--- src/rtl/dmem_sram_bridge_pkg.sv ---
// Shared memory-stage request layouts, access size encodings and the
// kseg0/kseg1 virtual-to-physical address mapping helper.
package dmem_sram_bridge_pkg;

  localparam logic [1:0] MSIZE_B = 2'd0;
  localparam logic [1:0] MSIZE_H = 2'd1;
  localparam logic [1:0] MSIZE_W = 2'd2;

  typedef struct packed {
    logic        ren;
    logic [31:0] addr;
    logic [1:0]  size;
  } m_r_t;

  typedef struct packed {
    logic        wen;
    logic [31:0] addr;
    logic [1:0]  size;
    logic [31:0] wd;
  } m_w_t;

  // kseg0 (0x8xxx_xxxx/0x9xxx_xxxx) and kseg1 (0xAxxx_xxxx/0xBxxx_xxxx) alias low
  // physical memory, so dropping the top three bits yields the physical address.
  function automatic logic [31:0] map_paddr(input logic [31:0] vaddr, input logic map_kseg);
    logic [31:0] paddr;
    paddr = vaddr;
    if (map_kseg && (vaddr[31:30] == 2'b10)) begin
      paddr[31:29] = 3'b000;
    end
    return paddr;
  endfunction

endpackage

--- src/rtl/dmem_sram_bridge.sv ---
// Data-memory responder: turns one memory-stage request into a single SRAM-like
// bus transaction, holds the result until the pipeline moves on, drains on flush.
module dmem_sram_bridge
  import dmem_sram_bridge_pkg::*;
#(
  parameter logic MAP_KSEG = 1'b1
) (
  input  logic        clk,
  input  logic        reset,
  input  m_r_t        mread,
  input  m_w_t        mwrite,
  input  logic        stall,
  input  logic        flush,
  output logic [31:0] rd,
  output logic        d_data_ok,
  output logic        data_req,
  output logic        data_wr,
  output logic [1:0]  data_size,
  output logic [31:0] data_addr,
  output logic [31:0] data_wdata,
  input  logic        data_addr_ok,
  input  logic        data_data_ok,
  input  logic [31:0] data_rdata
);

  typedef enum logic [1:0] {
    IDLE,
    ADDR,
    DATA,
    DONE
  } state_t;

  state_t state, state_nx;
  logic   kill, kill_nx;
  logic   pend;
  logic   kill_eff;
  logic   issue;
  logic   capture;

  assign pend     = mread.ren | mwrite.wen;
  // A flush seen in the completing cycle is treated the same as an earlier one.
  assign kill_eff = kill | flush;

  always_comb begin
    state_nx = state;
    issue    = 1'b0;
    capture  = 1'b0;
    case (state)
      IDLE: begin
        if (pend && !flush) begin
          issue    = 1'b1;
          state_nx = ADDR;
        end
      end
      ADDR: begin
        if (data_addr_ok) begin
          if (data_data_ok) begin
            capture  = 1'b1;
            state_nx = kill_eff ? IDLE : DONE;
          end else begin
            state_nx = DATA;
          end
        end
      end
      DATA: begin
        if (data_data_ok) begin
          capture  = 1'b1;
          state_nx = kill_eff ? IDLE : DONE;
        end
      end
      DONE: begin
        if (!stall || flush) begin
          state_nx = IDLE;
        end
      end
      default: state_nx = IDLE;
    endcase

    // The in-flight transaction cannot be withdrawn, so a flush only marks its
    // result for discard; the mark dies whenever the FSM is back in IDLE.
    kill_nx = kill;
    if (state_nx == IDLE) begin
      kill_nx = 1'b0;
    end else if ((state == ADDR || state == DATA) && flush) begin
      kill_nx = 1'b1;
    end
  end

  always_ff @(posedge clk) begin
    if (reset) begin
      state      <= IDLE;
      kill       <= 1'b0;
      rd         <= 32'd0;
      data_wr    <= 1'b0;
      data_size  <= 2'd0;
      data_addr  <= 32'd0;
      data_wdata <= 32'd0;
    end else begin
      state <= state_nx;
      kill  <= kill_nx;
      // Write wins if both request bits are ever set together.
      if (issue) begin
        data_wr    <= mwrite.wen;
        data_size  <= mwrite.wen ? mwrite.size : mread.size;
        data_addr  <= map_paddr(mwrite.wen ? mwrite.addr : mread.addr, MAP_KSEG);
        data_wdata <= mwrite.wd;
      end
      if (capture && !kill_eff && !data_wr) begin
        rd <= data_rdata;
      end
    end
  end

  assign data_req  = (state == ADDR);
  assign d_data_ok = (state == DONE) | ((state == IDLE) & ~pend);

endmodule

--- config.mk ---
export PLATFORM = sky130hd
export DESIGN_NAME = dmem_sram_bridge
export DESIGN_NICKNAME = d
export VERILOG_FILES = /design/src/rtl/dmem_sram_bridge_pkg.sv /design/src/rtl/dmem_sram_bridge.sv
export SDC_FILE = /design/constraint.sdc
export NUM_CORES = 1
export LEC_CHECK = 0
export CAP_MARGIN = 20
export CORE_MARGIN = 2
export CORE_UTILIZATION = 38
export DETAILED_ROUTE_END_ITERATION = 12
export GPL_TIMING_DRIVEN = 0
export PLACE_DENSITY = 0.81
export SETUP_SLACK_MARGIN = 0.5
export SYNTH_ARGS = -nofsm -noshare
export SYNTH_HDL_FRONTEND = slang
export SYNTH_SLANG_ARGS = --single-unit
--- constraint.sdc ---
create_clock -name clk -period 1.7 [get_ports clk]
set_input_delay 0.425 -clock clk [delete_from_list [all_inputs] [get_ports clk]]
set_output_delay 0.425 -clock clk [all_outputs]
set_load 0.01 [all_outputs]
* Word-level counts from Yosys, hierarchy flattened
Index checks and enable logic that the tools add are counted.
** Storage, ports and cells
- Register bits after elaboration :: 102
- Output and inout port bits :: 101
** Cells by class
- Equality and inequality tests :: 4
- Muxes and demuxes :: 15
- Bitwise gates (word level) :: 5
- Reduce and logical (&&, ||, !) cells :: 13
** Operators by type and width (count)
- 32-bit two-way mux :: 1
- 2-bit two-way mux :: 7
- 2-bit case mux with 4 select lines :: 1
- 2-bit == test, second input constant :: 3
- 1-bit logical AND :: 4
- 1-bit zero test :: 4
- 2-bit zero test :: 2
- 1-bit two-way mux :: 4
- 3-bit two-way mux :: 1
- 1-bit bitwise OR :: 3
- 2-bit by 1-bit == test with 1-bit output, second input constant :: 1
- 1-bit logical OR :: 2
- 1-bit case mux with 2 select lines :: 1
- 2-bit OR reduction :: 1
- 1-bit AND :: 1
- 1-bit NOT :: 1

* Longest topological paths before layout
Gate-level depths: netlist of run 1.
- Word-level depth :: 7
- Gate-level depth with buffers :: 8

* Least setup slack after synthesis of run 1
OpenSTA, ideal clock, no wires.
- Path type :: input -> output
- From :: input mwrite[66] (netlist name)
- To :: output d_data_ok
- Arrival :: 1.206 ns
- Required time :: 1.275 ns
- Slack :: 0.069 ns
- Stages on the path :: 5
- Path buffers :: 3
- Cell sequence :: buf_2 -> buf_4 -> buf_2 -> nor2_1 -> a21o_1
** On the way
- Longest elaborated chain between the ends :: 4
** RTL lines
- start, declared :: line dmem_sram_bridge.sv:11 : input m_w_t mwrite,
- 1-bit bitwise OR :: line dmem_sram_bridge.sv:40 : assign pend = mread.ren | mwrite.wen;
- 1-bit NOT :: line dmem_sram_bridge.sv:115 : assign d_data_ok = (state == DONE) | ((state == IDLE) & ~pend);
- 1-bit AND :: line dmem_sram_bridge.sv:115
- 1-bit bitwise OR :: line dmem_sram_bridge.sv:115
- end, declared :: line dmem_sram_bridge.sv:15 : output logic d_data_ok,
No other way between the ends.

* Worst setup path in the final report of run 1
- From :: register state[1]
- To :: register data_wdata[9]
** On the way
- Longest elaborated chain between the ends :: 2
** RTL lines
- start, declared :: line dmem_sram_bridge.sv:33 : state_t state, state_nx;
- start signal, assigned :: line dmem_sram_bridge.sv:99 : state <= state_nx;
- 2-bit zero test :: line dmem_sram_bridge.sv:48 : case (state)
- 1-bit two-way mux :: line dmem_sram_bridge.sv:48
- end signal, assigned :: line dmem_sram_bridge.sv:106 : data_wdata <= mwrite.wd;
- end, declared :: line dmem_sram_bridge.sv:20 : output logic [31:0] data_wdata,
No other way between the ends.
A chain may end at the register's enable or synchronous reset.

==> flow_summary.json, run 1 <==
{
  "outcome": "finished, violations left",
  "violations": "setup timing",
  "slowest_stage": "dfxtp_4",
  "postSynthAreaPerCell_um2": 8.614,
  "path_class": "flop to flop",
  "gp_congestion": 0.8375,
  "drt_iter0_markers": 199,
  "maxSlewHeadroom": 0.5150,
  "worstPathRequired_ns": 1.91,
  "p_per_area_nw_per_um2": 747.9,
  "cp_top_family": "buffers and inverters",
  "cp-start-kind": "flop",
  "finish.utilization": 0.8547,
  "grt_pass1_vias": 5144,
  "die_area_um2": 11680,
  "numPortBuffers": 239,
  "overflow": 0,
  "skew_ns": 0.008900,
  "insertion_delay_ns": 0.36,
  "tightest_slew_ns": 0.7274,
  "finalHoldViolations": 0,
  "die_w_um": 108.1,
  "synthesis.area_um2": 4118,
  "cap_violations": 0,
  "pin_count": 241,
  "slew_violations": 0,
  "core-area_um2": 10700,
  "path_cells": "inv_6, ha_4, buf_4, buf_6, and2_4, buf_16, buf_12, buf_16, nand2_4, a21oi_2",
  "antenna_left": 0,
  "slowest_delay_ns": 0.39,
  "cts_tree": "yes",
  "drc": 0,
  "cts_htree_levels": 3,
  "wl_per_cell_um": 20.38,
  "die_h_um": 108.1,
  "setup_slack_ns": -0.02547,
  "cp.arrival_ns": 1.93,
  "cts_sinks": 102,
  "path_max_fanout": 6,
  "setup_viol": 3,
  "wirelength_um": 19060,
  "fmax_ghz": 0.5796,
  "grt_pass1_wl_um": 25760,
  "synthToLayoutAreaGrowth_pct": 122.1,
  "cts_max_path_buffers": 2,
  "vias": 4893,
  "row_count": 38,
  "dpl_worst_slack_ns": -0.4846,
  "diodes": 0,
  "max-vdd-ir-drop_uv": 499.1,
  "synthCells": 478,
  "syn_nets": 623,
  "crit_top_cell": "buf_16",
  "ys_types": 32,
  "ys_ff_latch": 102,
  "antenna_found_initial": 0,
  "layout_worst_path_cycle_share": 1.015,
  "timing.critical_path.buf_inv": 6,
  "drive_above_1_share": 0.6390,
  "clk_transition_reported_paths_ns": 0.10,
  "cts_root_buf": "clkbuf_8",
  "start_util": 0.3849,
  "ys_warn_count": 0,
  "cp-end-kind": "flop",
  "grt_max_degree": 16,
  "fin_crit_ns": 1.725,
  "grt_setup_unrepaired": "true",
  "dp_hpwl_um": 10300,
  "synth_seq_area_share": 0.4959,
  "hold_class": "flop to flop",
  "static-leakage-power_nw": 3.832,
  "cts_made_buffers": 9,
  "via_per_inst": 5.233,
  "grtUsageTotal": 0.2850,
  "num-nets-final": 937,
  "drt_first_pass_iters": 4
}
-- layer usage --
| layer | global-route usage | routed length, µm | vias to the layer above |
|---|---|---|---|
| li1 | - | - | 2250 |
| met4 | 0.1456 | 962 | 0 |
| met3 | 0.06811 | 1160 | 71 |
| met2 | 0.5279 | 10310 | 214 |
| met5 | 0 | 0 | - |
| met1 | 0.2980 | 6623 | 2358 |
-- cell families after synthesis --
family | synth area share
flops | 0.4959
buf+inv | 0.06168
fa+ha+maj | 0.01519
simple gates | 0.1771
mux | 0.07779
compound gates | 0.1723
-- worst paths after layout --
path | start | end | slack (ns) | cells past startpoint
max | state[1]$_SDFF_PP0_ | data_wdata[9]$_SDFFE_PP0P_ | -0.03 | 10
min reg2reg | rd[9]$_SDFFE_PP0P_ | rd[9]$_SDFFE_PP0P_ | 0.47 | 2
max reg2reg | state[1]$_SDFF_PP0_ | data_wdata[9]$_SDFFE_PP0P_ | -0.03 | 10
min | rd[9]$_SDFFE_PP0P_ | rd[9]$_SDFFE_PP0P_ | 0.47 | 2
-- per-stage QoR --
stage	TNS [ns]	instance area [µm²]	power [W]	hold slack, ns	std cells
after CTS	0	8333	0.006384	0.4648	911
after floorplan	0	4269	0.003430	0.4805	478
after global routing	-0.8898	9144	0.007128	0.4898	935
after global placement	-33.72	6837	0.004240	0.4418	857
after detailed placement	-37.91	6837	0.004281	0.4461	857
final	-0.03123	9144	0.006839	0.4684	935
-- worst reg2reg max path, cell delays in order (launching register included) --
cell and delay (ns):
dfxtp_4 0.39, inv_6 0.04, ha_4 0.15, buf_4 0.13
buf_6 0.11, and2_4 0.18, buf_16 0.15, buf_12 0.14
buf_16 0.14, nand2_4 0.07, a21oi_2 0.07
-- sequential cells by signal, summed over array words and instances (netlist names) --
signal	cells
state	2
data_wdata	32
kill	1
rd	32
data_wr	1
data_size	2
data_addr	32
-- timing repair --
item	4_1_cts	5_1_grt
endpoints found under the setup margin	203	203
pin swaps	12	17
resized for setup	731	194
gates cloned	12	2
endpoints found under the hold margin	0	0
hold buffers	0	0
buffers inserted	28	22
-- synthesized netlist by cell type --
library cell  number  area [µm²]
ha_1               5       62.56
a311oi_1           1       8.760
o21ba_4            1       16.27
and3_1             1       6.260
a2bb2oi_1          1       8.760
or3_1              1       6.260
nor3b_2            1       12.51
o21ai_0            1       5.000
a211oi_1          33       247.7
a21o_1             3       22.52
buf_2             11       55.05
and2_1             1       6.260
inv_1              5       18.77
buf_4              4       30.03
nand3_1            1       5.000
a21oi_1           67       335.3
nand4b_1           1       8.760
buf_6              9       101.4
a31oi_1            2       12.51
dfxtp_1          102        2042
a311oi_2           1       15.01
mux2i_1           32       320.3
nor2_1            36       135.1
nand2b_1           2       12.51
clkbuf_1          13       48.80
o21bai_1           1       7.510
o211ai_1           2       15.01
nand2_1          133       499.2
and4b_1            1       10.01
nand3b_1           3       22.52
o21a_1             2       15.01
nor3_1             1       5.000
-- cell type report --
| class | instances | area (µm²) |
|---|---|---|
| Sequential cell | 102 | 2195 |
| Inverter | 5 | 28.78 |
| Buffer | 37 | 414.1 |
| Clock inverter | 4 | 48.80 |
| Fill cell | 523 | 1554 |
| Tap cell | 140 | 175.2 |
| Clock buffer | 10 | 127.6 |
| Multi-Input combinational cell | 334 | 2872 |
| Timing Repair Buffer | 303 | 3283 |
-- power breakdown --
| part | switching [W] | leakage [nW] | internal, W |
|---|---|---|---|
| sequential | 0.000169 | 0.879 | 0.00261 |
| combinational | 0.00111 | 2.86 | 0.00144 |
| clock | 0.000846 | 0.0924 | 0.000668 |
| total | 0.00212 | 3.83 | 0.00472 |
-- cells in the final DEF (no fill, tap or decap), types with 3 or more instances in the layout --
cell type and instances:
buf_2 4, clkbuf_8 10, dlygate4sd2_1 3, nor2_2 4, nand2_1 60, buf_4 42
dfxtp_2 89, buf_6 112, a211oi_2 26, a21o_1 3, a21oi_1 15, ha_4 4
buf_12 6, clkbuf_1 8, dfxtp_4 11, nor2_4 28, nand3b_1 3, nor2_1 4
nand2_4 43, inv_6 3, buf_8 16, clkdlybuf4s50_1 135, mux2i_1 32, a21oi_2 51
buf_16 9, a211oi_1 6, nand2_2 30
(Power assumes the default switching activity.)
==> run 2, diff against run 1 <==
SKIP_CTS_REPAIR_TIMING = 1   (was unset)
==> run 2 against run 1 <==
The flow still finishes with violations (setup timing). Clock power about the same. Routed wire length decreased by 7.3%. Hold slack improved by 0.0064 ns. Highest routed layer unchanged.
==> flow_summary.json, run 2 (same netlist as run 1, synthesis figures left out) <==
{
  "min_from": "rd[31]$_SDFFE_PP0P_",
  "cap_violations": 0,
  "fill_cells": 573,
  "antenna_found_initial": 0,
  "drive_above_1_share": 0.6193,
  "cts_sinks": 102,
  "synthToLayoutAreaGrowth_pct": 114.2,
  "cts_max_path_buffers": 2,
  "core-area_um2": 10700,
  "grt_setup_unrepaired": "true",
  "wirelength_um": 17660,
  "reg2reg_from": "state[1]$_SDFF_PP0_",
  "worstPathRequired_ns": 1.98,
  "cp.arrival_ns": 2.01,
  "vias": 4747,
  "placedCellCount": 857,
  "max-vdd-ir-drop_uv": 503.5,
  "via_per_inst": 5.234,
  "gp_congestion": 0.8375,
  "cp_top_family": "buffers and inverters",
  "start_util": 0.3849,
  "die_w_um": 108.1,
  "reg2reg_depth": 9,
  "slowest_delay_ns": 0.39,
  "cts_tree": "yes",
  "cts_htree_levels": 3,
  "multi_input_area_um2": 2813,
  "overflow": 0,
  "skew_ns": 0.01243,
  "dr_wl_met3_um": 940,
  "cp-end-kind": "flop",
  "cts_made_buffers": 9,
  "path_cells": "inv_6, buf_4, ha_4, a21o_1, and4b_1, buf_6, clkbuf_16, nand2_4, a21oi_2",
  "path_class": "flop to flop",
  "p_per_area_nw_per_um2": 754.1,
  "grt_pass1_wl_um": 20130,
  "fin_crit_ns": 1.723,
  "fmax_ghz": 0.5804,
  "maxSlewHeadroom": 0.5342,
  "cp-start-kind": "flop",
  "stdcell_count": 907,
  "slowest_stage": "dfxtp_4",
  "seqCellArea_um2": 2173,
  "setup-tns-final_ns": -0.07197,
  "tightest_slew_ns": 0.6987,
  "drc": 0,
  "static-leakage-power_nw": 3.724,
  "outcome": "finished, violations left",
  "drt_first_pass_iters": 7,
  "antenna_left": 0,
  "diodes": 0,
  "violations": "setup timing",
  "rr_endpoint": "rd[21]$_SDFFE_PP0P_",
  "insertion_delay_ns": 0.37,
  "reg.largest.list": "data_addr (32), data_wdata (32), rd (32)",
  "final_cell_mix": "clkdlybuf4s50_1 (135), buf_6 (110), dfxtp_2 (99), nand2_1 (67), nand2_4 (49)",
  "dp_hpwl_um": 10300,
  "final_area_um2": 8821,
  "reg2reg_slack_ns": -0.02,
  "dr_wl_met2_um": 9418,
  "layout_worst_path_cycle_share": 1.014,
  "highest_layer": "met4",
  "slew_violations": 0,
  "num-nets-final": 909,
  "finish.utilization": 0.8246,
  "clk_transition_reported_paths_ns": 0.09,
  "row_count": 38,
  "met1_length_um": 6691,
  "numPortBuffers": 239,
  "holdPathEnd": "rd[31]$_SDFFE_PP0P_",
  "timing.critical_path.buf_inv": 4,
  "pin_count": 241,
  "hold_path_depth": 2,
  "setup_viol": 5,
  "path_max_fanout": 8,
  "setup_slack_ns": -0.02298,
  "hold_class": "flop to flop",
  "layout_commonest_cell": "clkdlybuf4s50_1",
  "drt_iter0_markers": 216,
  "finalHoldViolations": 0,
  "die_h_um": 108.1,
  "wl_per_cell_um": 19.47,
  "grtUsageTotal": 0.2184,
  "fin_total_pwr_w": 0.006651,
  "grt_max_degree": 16,
  "grt_pass1_vias": 4286,
  "cts_root_buf": "clkbuf_8",
  "die_area_um2": 11680,
  "placed_area_um2": 6837
}
==> run 2: report_power, final <==
group / internal [W] / switching (W) / total, W
registers: 0.00261 / 0.000174 / 0.00278
clock network: 0.000668 / 0.000838 / 0.00151
logic: 0.00134 / 0.00102 / 0.00236
==> run 2: final cells by class <==
class,instances,share of cell area
Sequential cell,102,0.2464
Clock buffer,10,0.01447
Multi-Input combinational cell,334,0.3189
Tap cell,140,0.01986
Timing Repair Buffer,275,0.3409
Clock inverter,4,0.005532
Inverter,5,0.003262
Buffer,37,0.05078
==> run 2: layer usage <==
metal,global-route usage,up-vias
li1,-,2179
met1,0.2452,2330
met2,0.3958,189
met3,0.05244,49
met4,0.08791,0
met5,0,-
==> run 2: through the flow <==
step / worst slack (ns) / hold WS (ns)
floorplan: 0.2541 / 0.4805
global placement: -0.4312 / 0.4418
detailed placement: -0.4846 / 0.4461
CTS: -0.4206 / 0.4593
global route: -0.09406 / 0.4871
finish: -0.02298 / 0.4748
==> run 2: worst max-delay path by stage <==
stage                   startpoint                     endpoint  slack (ns)  cells after the start
6_report       state[1]$_SDFF_PP0_          rd[21]$_SDFFE_PP0P_       -0.02                      9
5_1_grt        state[1]$_SDFF_PP0_          rd[20]$_SDFFE_PP0P_       -0.09                      9
4_1_cts                  mread[34]                    d_data_ok       -0.42                      4
3_5_place_dp                 reset  data_wdata[24]$_SDFFE_PP0P_       -0.48                      5
3_3_place_gp                 reset  data_wdata[22]$_SDFFE_PP0P_       -0.43                      5
2_1_floorplan           mwrite[66]                    d_data_ok        0.25                      5
==> run 2: worst min-delay path, cell delays in order, from the launching register on <==
cell,delay (ns)
dfxtp_2,0.34
nand2_1,0.05
a21oi_1,0.05
